`config.mk`:
```
export PLATFORM = sky130hd
export DESIGN_NAME = wide_word_serializer
export DESIGN_NICKNAME = d
export VERILOG_FILES = /design/src/rtl/ser_pkg.sv /design/src/rtl/wide_word_serializer.sv
export SDC_FILE = /design/constraint.sdc
export NUM_CORES = 1
export LEC_CHECK = 0
export CORE_ASPECT_RATIO = 1.1
export CORE_MARGIN = 4
export CORE_UTILIZATION = 47
export DETAILED_ROUTE_END_ITERATION = 10
export PLACE_DENSITY = 0.79
export REMOVE_ABC_BUFFERS = 1
export SLEW_MARGIN = 40
export SYNTH_ARGS = -nofsm -noshare
export SYNTH_HDL_FRONTEND = slang
export SYNTH_SLANG_ARGS = --single-unit
export TNS_END_PERCENT = 10
```
`constraint.sdc`:
```
create_clock -name clk -period 2.4 [get_ports clk]
set_clock_uncertainty 0.05 [all_clocks]
set_input_delay 0.24 -clock clk [delete_from_list [all_inputs] [get_ports clk]]
set_output_delay 0.24 -clock clk [all_outputs]
set_load 0.005 [all_outputs]
```
`src/rtl/ser_pkg.sv`:
```
// Shared constants and FSM encoding for the wide word serializer.
// Upstream C-bus words are split into LSB-first beats.
package ser_pkg;

    localparam int WORD_W = 121;
    localparam int BEAT_W = 32;

    function automatic int ceil_div(input int a, input int b);
        return (a + b - 1) / b;
    endfunction

    localparam int NBEATS = ceil_div(WORD_W, BEAT_W);

    typedef enum logic [0:0] {
        IDLE = 1'b0,
        SEND = 1'b1
    } state_t;

endpackage

```
`src/rtl/wide_word_serializer.sv`:
```
// Captures one wide word and replays it as NBEATS narrow beats, LSB first.
// A new word may load on the last-beat handshake so words stream without bubbles.
module wide_word_serializer
    import ser_pkg::*;
#(
    parameter int WORD_W = ser_pkg::WORD_W,
    parameter int BEAT_W = ser_pkg::BEAT_W,
    localparam int NBEATS = ser_pkg::ceil_div(WORD_W, BEAT_W),
    localparam int BIDX_W = (NBEATS > 1) ? $clog2(NBEATS) : 1
) (
    input  logic              clk,
    input  logic              rst_n,
    input  logic              in_valid,
    input  logic [WORD_W-1:0] in_data,
    output logic              in_ready,
    output logic              out_valid,
    output logic [BEAT_W-1:0] out_data,
    output logic [BIDX_W-1:0] out_beat,
    output logic              out_last,
    input  logic              out_ready,
    output logic [15:0]       word_cnt
);

    localparam int PAD_W = NBEATS * BEAT_W;

    state_t              state_q;
    logic [BIDX_W-1:0]   beat_q;
    logic [WORD_W-1:0]   hold_q;
    logic [15:0]         word_cnt_q;
    logic [PAD_W-1:0]    padded;
    logic                accept;
    logic                fire;
    logic                last_fire;

    assign out_valid = (state_q == SEND);
    assign out_beat  = beat_q;
    assign out_last  = out_valid && (beat_q == BIDX_W'(NBEATS - 1));
    assign in_ready  = (state_q == IDLE) || (out_last && out_ready);
    assign word_cnt  = word_cnt_q;

    assign accept    = in_valid && in_ready;
    assign fire      = out_valid && out_ready;
    assign last_fire = fire && out_last;

    // Bits above the word are zero so the top beat is zero-extended.
    always_comb begin
        padded = '0;
        padded[WORD_W-1:0] = hold_q;
    end

    always_comb begin
        out_data = '0;
        if (out_valid) begin
            out_data = padded[beat_q*BEAT_W +: BEAT_W];
        end
    end

    always_ff @(posedge clk) begin
        if (!rst_n) begin
            state_q <= IDLE;
            beat_q  <= '0;
            hold_q  <= '0;
        end else if (accept) begin
            state_q <= SEND;
            beat_q  <= '0;
            hold_q  <= in_data;
        end else if (fire) begin
            if (out_last) begin
                state_q <= IDLE;
                beat_q  <= '0;
            end else begin
                beat_q  <= beat_q + BIDX_W'(1);
            end
        end
    end

    always_ff @(posedge clk) begin
        if (!rst_n) begin
            word_cnt_q <= '0;
        end else if (last_fire && (word_cnt_q != 16'hFFFF)) begin
            word_cnt_q <= word_cnt_q + 16'd1;
        end
    end

endmodule

```
==> results of run 1 <==
[tightest hold or removal path: stages]
cell and delay [ps]:
clkdlybuf4s50_1 390, nand2_1 50, a21oi_1 50
[final timing paths]
check                                start                        end  slack [ps]
hold / removal                in_data[120]   hold_q[120]$_SDFFE_PN0P_         330
setup / recovery  out_beat[0]$_SDFFE_PP0N_               out_data[25]          90
hold reg to reg   hold_q[106]$_SDFFE_PN0P_   hold_q[106]$_SDFFE_PN0P_         400
setup reg to reg  out_beat[0]$_SDFFE_PP0N_  word_cnt[13]$_SDFFE_PN0P_         180
[cells in the mapped netlist, types with 2 or more instances]
master	instances	area, sq um
nand3_1	5	25.0
and2_1	34	213
nor4_1	3	18.8
buf_1	6	22.5
dfxtp_1	140	2800
o31ai_1	3	22.5
mux2i_1	11	110
nor2_1	4	15.0
buf_2	10	50.1
or3_2	2	15.0
or3_1	4	25.0
clkbuf_1	38	143
a21oi_1	131	656
nand2_1	261	980
o211ai_1	2	15.0
o21ai_0	13	65.1
and4_1	2	17.5
or4_1	2	15.0
nor3_1	6	30.0
nand4_1	6	37.5
mux4_2	25	563
and3_1	2	12.5
ha_1	2	25.0
inv_1	2	7.51
nor4b_1	2	17.5
nand2b_1	2	12.5
[layout make-up]
cell class / instances / share of cell area
multi-input combinational: 534 / 0.348
timing repair buffer: 199 / 0.238
inverter: 3 / 0.00144
clock inverter: 7 / 0.0101
sequential: 140 / 0.323
tap: 157 / 0.0226
clock buffer: 24 / 0.0566
[layer usage]
layer / vias to the layer above / part of all wire
met3: 24 / 0.076
met2: 181 / 0.50
met1: 2647 / 0.40
met5: - / 0
met4: 0 / 0.017
li1: 2809 / -
[flip-flops by register name, indices dropped and copies added (netlist names)]
| register | flops |
|---|---|
| out_valid | 1 |
| word_cnt | 16 |
| out_beat | 2 |
| hold_q | 121 |
[cells in the final DEF, fill, tap and decap left out, types with 2 or more instances in the layout]
cell             netlist  final
nand2_1              261    260
clkdlybuf4s50_1        0    151
dfxtp_1              140    138
a21oi_1              131    131
and2_1                34     33
mux4_2                25     25
dlygate4sd2_1          0     22
clkbuf_16              0     17
o21ai_0               13     13
mux2i_1               11     11
buf_4                  1     10
buf_12                 0     10
nand4_1                6      6
nor3_1                 6      6
clkinv_2               1      5
nand3_1                5      5
nor2_1                 4      4
or3_1                  4      4
clkbuf_8               1      4
dlymetal6s2s_1         0      4
o31ai_1                3      3
nor4_1                 3      3
clkbuf_1              38      3
inv_1                  2      2
and4_1                 2      2
nor4b_1                2      2
or4_1                  2      2
and3_1                 2      2
o211ai_1               2      2
nand2b_1               2      2
or3_2                  2      2
ha_1                   2      2
bufinv_16              0      2
[cells by family after synthesis]
| logic type | Yosys count | share of synthesized area |
|---|---|---|
| adders and majority gates | 2 | 0.00413 |
| buffers and inverters | 59 | 0.0411 |
| xor gates and xnor gates | 1 | 0.00145 |
| muxes | 37 | 0.113 |
| DFF | 140 | 0.463 |
| AOI/OAI and AO/OA | 153 | 0.131 |
| and+or+nand+nor | 341 | 0.246 |
[what timing repair did]
item / 4_1_cts / 5_1_grt
buffers inserted: 1 / 1
cloned: 1 / 0
pin swaps: 0 / 0
setup endpoints to repair: 30 / 4
gates resized for setup: 27 / 4
[power breakdown]
group	leakage, uW	internal, uW	switching, uW
clock	0.000286	1630	929
combinational	0.00188	392	294
sequential	0.00115	2440	58.7
total	0.00332	4460	1280
[metrics by stage]
| step | cell area [sq um] | cells | total power, uW |
|---|---|---|---|
| floorplan | 5820 | 677 | 2850 |
| global placement | 8070 | 1030 | 3220 |
| detailed placement | 8070 | 1030 | 3240 |
| CTS | 8670 | 1063 | 5790 |
| global route | 8680 | 1064 | 5960 |
| finish | 8680 | 1064 | 5740 |
==> metrics.md, run 1 <==
| Metric | Value |
|---|---|
| Status | `finished, final reports clean` |
| Pre-CTS WS | `179 ps` |
| Clock-pin slew on the worst setup and hold paths | `50 ps` |
| Initial antenna violation count | `0` |
| First-pass GRT wire length | `25800 um` |
| Yosys warns | `0` |
| First-pass DRT Iterations | `5` |
| All-Layer GR Usage | `0.221` |
| CTS buffer count | `17` |
| Detail Route Antenna Nets | `0` |
| Placed wire-length estimate | `10800 um` |
| Largest net degree at the start of global routing | `69` |
| Max_cap viols | `0` |
| Crit path required time | `2110 ps` |
| Prevailing post-synth register cell | `dfxtp_1` |
| Root Buffer | `clkbuf_16` |
| DR WL/cell | `15.0 um` |
| 1st-iter DRT viols | `305` |
| Worst slew margin | `0.664` |
| Layout area overhead | `43.4%` |
| Fin. max-slew vios | `0` |
| Nets@finish | `1022` |
| I/O pins | `178` |
| WP depth | `7` |
| Met1 Use GR | `0.262` |
| Hold_ws | `326 ps` |
| CP max stage cell | `clkdlybuf4s50_1` |
| Die height | `127 um` |
| Critical Path Fanout Max | `8` |
| Crit start category | `register` |
| Fin util | `0.690` |
| PwrDens | `661 mW/mm^2` |
| Avg Inst Size Synth | `8.26 sq um` |
| Crit path max-delay family | `buffers and inverters` |
| Hold WC Path Type | `in2reg` |
| H-Tree Depth | `4` |
| Hold Vio Cnt, Final | `0` |
| Synth async-reset ratio | `0` |
| Worst Hold Path Cells | `3` |
| Number of global-route vias before repair | `5314` |
| # fillers | `1028` |
| Post-Syn Area | `0.00605 sq mm` |
| Peak VDD IR | `0.466 mV` |
| Final setup TNS | `0 ps` |
| Post-cts hold buffer count | `0` |
| Synthesized flop and latch total | `140` |
| Layout cell share with drive strength beyond 1 | `0.0981` |
| TritonCTS Sinks | `140` |
| Fin crit share | `0.963` |
| Port Buffers | `177` |
| CTS tree | `done` |
| Via count | `5661` |
| Drt drc | `0` |
| Clk Latency, worst-skew pair | `410 ps` |
| Num rows | `43` |
| CTS max path bufs | `2` |
| Setup slack after layout | `89.6 ps` |
| R2R cell count | `6` |
| Gr ovfl total | `0` |
| Antenna diode count | `0` |
| Met3 GRT Util | `0.0730` |
| Sequential element share of the synthesized area | `0.463` |
| WL final | `16000 um` |
| Die width | `116 um` |
| WP buf/inv | `3` |
| # setup viols final | `0` |
| Minimum clock period | `2310 ps` |
| Initial Utilization | `0.481` |
| Critical path type | `reg2out` |
| CP endpoint kind | `primary output` |
| Register area | `0.00281 sq mm` |
| Die footprint | `0.0148 sq mm` |
| M2 GR Usage | `0.373` |
| Vias/cell | `5.32` |
| Worst-Margin Slew | `499 ps` |
| RSZ-0062 raised after global routing | `no` |
| Worst-path cell chain | `buf_16 -> nor2b_4 -> buf_4 -> nand2_1 -> o21ai_0 -> and2_1 -> clkdlybuf4s50_1` |
| GP Congestion | `0.865` |
| CP Data Arrival Time | `2020 ps` |
| Global route hottest layer | `met2` |
| Number of synthesized flops with an enable pin | `0` |
| Netlist cell types | `41` |
| Critical path's largest stage delay | `520 ps` |
| Multi-input logic area | `0.00302 sq mm` |
| Core area | `0.0126 sq mm` |
| Fmax | `433 MHz` |
| Pleak | `0.00332 uW` |
| Mapped Cells | `733` |
(Power assumes the default switching activity.)
==> run 2: changes to the inputs <==
- CAP_MARGIN: unset -> 20
==> results of run 2 <==
Same layout as run 1: the final DEF is identical, and so are final timing and power.
